**config.mk**
```make
export PLATFORM = sky130hd
export DESIGN_NAME = btn_debounce
export DESIGN_NICKNAME = d
export VERILOG_FILES = /design/src/rtl/btn_pkg.sv /design/src/rtl/btn_debounce_ch.sv /design/src/rtl/btn_debounce.sv
export SDC_FILE = /design/constraint.sdc
export NUM_CORES = 1
export LEC_CHECK = 0
export BUFFER_PORTS_ARGS = -buffer_cell sky130_fd_sc_hd__buf_4
export CAP_MARGIN = 20
export CORE_ASPECT_RATIO = 1.2
export CORE_MARGIN = 8
export CORE_UTILIZATION = 39
export DETAILED_ROUTE_END_ITERATION = 8
export PLACE_DENSITY_LB_ADDON = 0.2
export SYNTH_ARGS = -nofsm -noshare
export SYNTH_HDL_FRONTEND = slang
export SYNTH_SLANG_ARGS = --single-unit
```
**constraint.sdc**
```tcl
create_clock -name CLK -period 5.3 [get_ports CLK]
set_clock_uncertainty 0.2 [all_clocks]
set_input_delay 1.06 -clock CLK [delete_from_list [all_inputs] [get_ports CLK]]
set_output_delay 1.06 -clock CLK [all_outputs]
set_load 0.005 [all_outputs]
```
**src/rtl/btn_pkg.sv**
```systemverilog
// Shared definitions for the push-button conditioning front end:
// default channel count, 12 MHz timing defaults, level states and counter sizing.
package btn_pkg;

  localparam int unsigned NUM_BTN_DEF         = 4;
  // 20 ms of stable input at 12 MHz before a new level is accepted
  localparam int unsigned DEBOUNCE_CYCLES_DEF = 240000;
  // 1 s of continuous press at 12 MHz before LONG fires
  localparam int unsigned LONG_CYCLES_DEF     = 12000000;

  // Debounced level of one channel
  typedef enum logic {
    BTN_UP   = 1'b0,
    BTN_DOWN = 1'b1
  } btn_state_e;

  // Bits needed for a counter that can hold the value n
  function automatic int unsigned cnt_w(input int unsigned n);
    return $clog2(n + 1);
  endfunction

endpackage

```
**src/rtl/btn_debounce_ch.sv**
```systemverilog
// One button channel: two-flop synchroniser, debounce counter that accepts a
// new level after DEBOUNCE_CYCLES stable clocks, registered press/release
// pulses, and a saturating hold counter producing a single long-press pulse.
// The input is already polarity-corrected (1 = pressed).
module btn_debounce_ch
  import btn_pkg::*;
#(
  parameter int unsigned DEBOUNCE_CYCLES = DEBOUNCE_CYCLES_DEF,
  parameter int unsigned LONG_CYCLES     = LONG_CYCLES_DEF
) (
  input  logic clk_i,
  input  logic rst_ni,
  input  logic btn_i,
  output logic lvl_o,
  output logic press_o,
  output logic release_o,
  output logic long_o
);

  localparam int unsigned DB_W   = cnt_w(DEBOUNCE_CYCLES);
  localparam int unsigned HOLD_W = cnt_w(LONG_CYCLES);

  localparam logic [DB_W-1:0]   DB_LAST   = DB_W'(DEBOUNCE_CYCLES - 1);
  localparam logic [HOLD_W-1:0] HOLD_LAST = HOLD_W'(LONG_CYCLES - 1);

  logic [1:0]        sync_q;
  logic              s;

  btn_state_e        state_q, state_d;
  logic [DB_W-1:0]   db_cnt_q, db_cnt_d;
  logic [HOLD_W-1:0] hold_q, hold_d;
  logic              long_done_q, long_done_d;

  logic              press_q, press_d;
  logic              release_q, release_d;
  logic              long_q, long_d;

  logic              lvl;

  assign s   = sync_q[1];
  assign lvl = (state_q == BTN_DOWN);

  // Two-flop synchroniser for the asynchronous pad
  always_ff @(posedge clk_i or negedge rst_ni) begin
    if (!rst_ni) begin
      sync_q <= '0;
    end else begin
      sync_q <= {sync_q[0], btn_i};
    end
  end

  // Level state, counters and registered pulses
  always_ff @(posedge clk_i or negedge rst_ni) begin
    if (!rst_ni) begin
      state_q     <= BTN_UP;
      db_cnt_q    <= '0;
      hold_q      <= '0;
      long_done_q <= 1'b0;
      press_q     <= 1'b0;
      release_q   <= 1'b0;
      long_q      <= 1'b0;
    end else begin
      state_q     <= state_d;
      db_cnt_q    <= db_cnt_d;
      hold_q      <= hold_d;
      long_done_q <= long_done_d;
      press_q     <= press_d;
      release_q   <= release_d;
      long_q      <= long_d;
    end
  end

  // Debounce: count clocks the synchronised input disagrees with the level;
  // any agreement restarts the count, the DEBOUNCE_CYCLES-th disagreement flips it
  always_comb begin
    state_d   = state_q;
    db_cnt_d  = '0;
    press_d   = 1'b0;
    release_d = 1'b0;
    if (s != lvl) begin
      if (db_cnt_q == DB_LAST) begin
        state_d   = s ? BTN_DOWN : BTN_UP;
        press_d   = s;
        release_d = ~s;
      end else begin
        db_cnt_d = db_cnt_q + DB_W'(1);
      end
    end
  end

  // Hold timer: counts while pressed, saturates at LONG_CYCLES-1; the done
  // flag keeps the long pulse to one per press once the counter sits saturated
  always_comb begin
    hold_d      = '0;
    long_done_d = 1'b0;
    long_d      = 1'b0;
    if (lvl) begin
      hold_d      = (hold_q == HOLD_LAST) ? hold_q : hold_q + HOLD_W'(1);
      long_d      = (hold_q == HOLD_LAST) && !long_done_q;
      long_done_d = long_done_q | long_d;
    end
  end

  assign lvl_o     = lvl;
  assign press_o   = press_q;
  assign release_o = release_q;
  assign long_o    = long_q;

endmodule

```
**src/rtl/btn_debounce.sv**
```systemverilog
// Push-button conditioning front end: applies pad polarity and runs one
// independent debounce/long-press channel per button.
module btn_debounce
  import btn_pkg::*;
#(
  parameter int unsigned NUM_BTN         = NUM_BTN_DEF,
  parameter int unsigned DEBOUNCE_CYCLES = DEBOUNCE_CYCLES_DEF,
  parameter int unsigned LONG_CYCLES     = LONG_CYCLES_DEF,
  parameter int unsigned ACTIVE_LOW      = 0
) (
  input  logic               CLK,
  input  logic               RST_N,
  input  logic [NUM_BTN-1:0] BTN_RAW,
  output logic [NUM_BTN-1:0] BTN_LVL,
  output logic [NUM_BTN-1:0] PRESS,
  output logic [NUM_BTN-1:0] RELEASE,
  output logic [NUM_BTN-1:0] LONG
);

  logic [NUM_BTN-1:0] btn_pressed;

  // Normalise so that 1 always means pressed, ahead of the synchronisers
  assign btn_pressed = (ACTIVE_LOW != 0) ? ~BTN_RAW : BTN_RAW;

  for (genvar g = 0; g < NUM_BTN; g++) begin : g_ch
    btn_debounce_ch #(
      .DEBOUNCE_CYCLES(DEBOUNCE_CYCLES),
      .LONG_CYCLES    (LONG_CYCLES)
    ) u_ch (
      .clk_i    (CLK),
      .rst_ni   (RST_N),
      .btn_i    (btn_pressed[g]),
      .lvl_o    (BTN_LVL[g]),
      .press_o  (PRESS[g]),
      .release_o(RELEASE[g]),
      .long_o   (LONG[g])
    );
  end

endmodule
```
# Yosys cells after proc, flatten, opt, wreduce, memory -nomap -nowiden
# Index checks and enable logic that the tools add are counted.
dict set report word_totals {
  elab_cells 120
  ff_bits 196
  output_inout_bits 16
  in_bits 6
}
dict set report op_classes {
  reduce_logical 12
  mux 44
  eq_ne 16
  bitwise_logic 8
  add_sub_neg 8
}
# op n
set ops {}
lappend ops {{$mux W24} 8}
lappend ops {{$mux W18} 8}
lappend ops {{$add A24 B1 Y24 const B} 4}
lappend ops {{$eq A24 B24 Y1 const B} 4}
lappend ops {{$add A18 B1 Y18 const B} 4}
lappend ops {{$eq A18 B18 Y1 const B} 4}
lappend ops {{$mux W1} 28}
lappend ops {{$ne A2 B2 Y1 const B} 4}
lappend ops {{$reduce_and A2 Y1} 4}
lappend ops {{$logic_and A1 B1 Y1} 4}
lappend ops {{$logic_not A1 Y1} 4}
lappend ops {{$ne A1 B1 Y1} 4}
lappend ops {{$not A1 Y1} 4}
lappend ops {{$or A1 B1 Y1} 4}

# Logic depth before layout (Yosys ltp)
dict set report depth {
  depth_word 4
  mapped_depth 7
  ltp_nobuf 6
}

# Modules after synthesis
# A second synthesis with hierarchy kept.
dict set report hier_totals {
  hier_cells 973
  hier_area_um2 9862.0
}
# module instances area_per_inst_um2 cells_each
set modules_own_cells {}
lappend modules_own_cells {{btn_debounce_ch at g_ch[0].u_ch ...} 3 2458.6 240}
lappend modules_own_cells {{btn_debounce_ch at g_ch[1].u_ch} 1 2486.1 253}

# Least setup slack after synthesis
# Ideal clock, no wire load.
dict set report synth_path {
  path_type {reg-to-reg}
  from {reg g_ch[1].u_ch.hold_q[19]}
  to {reg g_ch[1].u_ch.hold_q[1]}
  synth_period_minus_slack_ns 2.244
  t_arrival_ns 1.924
  t_required_ns 4.980
  path_stages_with_launch 7
  path_slack_ns 3.056
  path_cell_list {dfrtp_1 or4_1 or3_4 nor4_4 buf_6 mux2i_1 nor2b_1}
}
dict set report synth_via {
  elab_chain_len 2
}
# item line
set synth_rtl {}
lappend synth_rtl {{start: declaration} btn_debounce_ch.sv:31} ;# logic [HOLD_W-1:0] hold_q, hold_d;
lappend synth_rtl {{start signal: assignment} btn_debounce_ch.sv:65} ;# hold_q <= hold_d;
lappend synth_rtl {{$eq A24 B24 Y1} btn_debounce_ch.sv:98} ;# hold_d = (hold_q == HOLD_LAST) ? hold_q : hold_q + HOLD_W'(1);
lappend synth_rtl {{$ne A2 B2 Y1 (no source line)} n/a}
# Every way passes these cells.
# A chain may end at the register's enable or synchronous reset.

# Worst setup path after layout
dict set report layout_path {
  from {reg g_ch[2].u_ch.state_q}
  to {out BTN_LVL[2]}
}
# item line
set layout_lines {}
lappend layout_lines {{start: declaration} btn_debounce_ch.sv:29} ;# btn_state_e state_q, state_d;
lappend layout_lines {{start signal: assignment} btn_debounce_ch.sv:63} ;# state_q <= state_d;
lappend layout_lines {{end: declaration} btn_debounce.sv:14} ;# output logic [NUM_BTN-1:0] BTN_LVL,
# No word-level cell between the ends.

==> summary.txt <==
Synthesis
  • Synthesized area per cell: 10.23 sq um
  • Synth Area in Compound Gates: 3.652%
  • Mapped Cells: 934
  • Post-synthesis mux area share: 1.623%
  • Seq/Total Area, Yosys: 51.31%
  • Simple logic cell fraction of the synthesized area: between 20% and 30%
  • Synthesized netlist net count: ~950
  • Post-synth top area share: 51.31%
  • Post-synthesis cell type count: 54
  • Yosys top cell by area: dfrtp_1
  • Largest family of logic cells by synthesized area: simple AND/OR/NAND/NOR gates
  • Ys flop type: dfrtp_1
  • Synth area leaders: dfrtp_1, xnor2_1, xor2_1, and2_1, nand3_1
  • Ys async rst share: 100.0%
  • Post-Synth XOR/XNOR Area: 12.00%
  • Post-Syn Area: 9559 sq um
  • Ys Warns: 0
  • #FFs+latches synth: between 150 and 200
  • Adder-Cell Fraction of Synth Area: 1.047%
  • Post-synth EDFFs: 0

Flow run
  • Max_cap viols: 0

Power
  • Pleak: about 4.5 nW
  • VDD IR-drop max: about 0.00024 V
  • PD cells: 272.3 nW/um^2

Critical path
  • CP Cell Sequence: buf_4
  • Worst Path Buf+Inv: 1
  • Crit path max fanout: 36
  • Arr. time, crit path: roughly 1700 ps
  • Critical Path Max Stage Delay: 980 ps
  • Startpoint type of the worst setup path: register
  • Crit path max-delay family: flip-flops
  • Crit-path slowest cell: dfrtp_1
  • WS Path Type: reg -> out
  • Critical Path RT: 4040 ps
  • Critical Path End Type: primary output

Drt
  • Antenna Nets Post-Route: 0
  • TritonRoute pass-1 iters: 4
  • Vias per inst: 5.018
  • Vias: 6388
  • DR DRC count: 0
  • Detailed Route Iter0 Violations: 317
  • Final wirelength: 16.79 mm
  • WL/cell: 13.19 um

Clock tree
  • CTS Sinks: between 150 and 200
  • H-tree lvl count: 4
  • Clk buf depth: 2
  • TritonCTS clock tree: done
  • Clk_lat worst skew: 430 ps
  • Root buffer cell: clkbuf_16
  • Number of setup buffers added after CTS: 0
  • Clock transition at path regs: 70 ps
  • CTS buffer count: 17
  • Hold bufs inserted after CTS: 0
  • Gates resized, CTS repair: 0

Min path
  • Worst Hold Class: reg -> reg

GRT
  • GRT Util Overall: 11.92%
  • First-pass GRT wire length: 30.42 mm
  • Pin count of the biggest net entering global routing: approximately 100
  • Vias in the first global route: 6465
  • Global route total overflow: 0
  • Initial antenna violation count: 0

Finish
  • Final Core Density: 43.83%
  • Diode count: 0
  • Layout Nets: 954
  • Area Growth Syn to Fin: 10.28%
  • Fin area: between 10000 and 15000 sq um
  • Layout cells sized above 1: 8.290%

STA
  • Worst Max-Slew Pin Slew: 960.2 ps
  • Fin. max-slew vios: 0
  • Final worst path period need: about 2900 ps
  • Final Cycle Share: 54.88%
  • Fin worst setup slack: around 2400 ps
  • Setup Total Neg Slack: 0 ps
  • RSZ-0062 raised after global routing: no
  • Fmax: 343.8 MHz
  • Slew HR: a little over a third
  • Setup violators final: 0
  • Final-report hold violation count: 0

Place
  • DP HPWL: about 11 mm
  • Placer Congestion: 0.7575
  • Worst slack at placement: 2776 ps
  • Port Buffers: 21
  • Post-Place Cell Area: 9938 sq um

Die
  • Die area: 29800 sq um
  • Die height: 187.5 um
  • Starting Density: 39.75%
  • Core region area: 24050 sq um
  • DIE WIDTH: 158.9 um
  • Io pins: 22
  • Row cnt: 62

Run status
  • Status: finished clean
cell usage in the layout, fill, tap and decap left out, drive strengths merged, types with 8 or more instances in the layout:
master and count:
clkbuf 19, a31oi 13, mux2i 11, nor2b 11, nand4 37, xor2 59, nand2b 8, dfrtp 196
and3 28, nand3 68, inv 18, and2 67, nand2 74, a21boi 13, ha 8, nor3 21
o21ai 14, nor3b 11, xnor2 72, buf 24, and4 9, nor2 90, nor4 21
power breakdown:
part / switching, W / internal, W / total, W
Sequential: 0.0000111 / 0.00151 / 0.00152
Clock: 0.000589 / 0.000709 / 0.00130
Combinational: 0.0000433 / 0.0000127 / 0.0000560
Total: 0.000644 / 0.00223 / 0.00287
final cells by class:
cell class / count / area, sq um
tap: 320 / 400.4
timing repair buffer: 26 / 198.9
fill: 2381 / 13510
clock inverter: 15 / 172.7
sequential: 196 / 4905
inverter: 13 / 48.80
clock buffer: 17 / 425.4
multi-input combinational: 686 / 4390
per-stage QoR:
step	hold WS, ps	cells	total power (W)
floorplan	131.2	934	0.001562
global placement	133.4	1240	0.001605
detailed placement	137.9	1240	0.001606
CTS	154.2	1272	0.002926
global route	156.3	1273	0.002987
finish	151.0	1273	0.002871
layer usage:
layer,GRT usage (%),up-vias,wire (um)
met4,3.961,0,231
met3,2.651,21,354
met5,0,-,0
li1,-,3218,-
met2,20.13,41,8155
met1,14.85,3108,8045
worst paths after layout:
kind / cells past startpoint / start / slack [ps] / to
min in group asynchronous: 1 / RST_N / 490 / g_ch[0].u_ch.db_cnt_q[3]
max: 1 / g_ch[2].u_ch.lvl_o / 2390 / BTN_LVL[2]
min: 0 / g_ch[3].u_ch.sync_q[0] / 150 / g_ch[3].u_ch.sync_q[1]
min reg2reg: 0 / g_ch[3].u_ch.sync_q[0] / 150 / g_ch[3].u_ch.sync_q[1]
max reg2reg: 5 / g_ch[1].u_ch.hold_q[19] / 2780 / g_ch[1].u_ch.hold_q[7]
max in group asynchronous: 2 / RST_N / 3350 / g_ch[0].u_ch.db_cnt_q[9]
Yosys cell counts, drive strengths merged (2+ instances only):
cell type,number
mux2i,11
nand4,37
nor4b,3
nand2,74
dfrtp,196
inv,13
nor2b,11
nor2,90
a21boi,13
ha,8
o21ai,14
or4,6
o21a,2
nand4b,3
and3,28
xor2,59
or3,6
mux2,4
nand2b,8
a21oi,4
and4,9
clkbuf,20
nor3b,11
nor3,21
nor4bb,4
nand3,68
xnor2,72
nand3b,2
a31oi,13
a31o,2
nor4,21
o31ai,4
and3b,3
or2,3
and2,67
buf,19
flip-flops by register name, indices dropped and copies added (netlist names):
| name | flops |
|---|---|
| g_ch.u_ch.hold_q | 96 |
| g_ch.u_ch.lvl_o | 4 |
| g_ch.u_ch.press_o | 4 |
| g_ch.u_ch.long_o | 4 |
| g_ch.u_ch.db_cnt_q | 72 |
| g_ch.u_ch.release_o | 4 |
| g_ch.u_ch.sync_q | 8 |
| g_ch.u_ch.long_done_q | 4 |
cell families (layout without fill, tap and decap cells):
kind of cell	Yosys count	count (layout)
AO/OA/AOI/OAI	54	54
flip-flops	196	196
AND/OR/NAND/NOR	478	478
buffers and inverters	52	71
multiplexers	15	15
XOR/XNOR	131	131
adder cells (fa/ha/maj)	8	8
No activity file was read; power rests on OpenSTA's default activity.
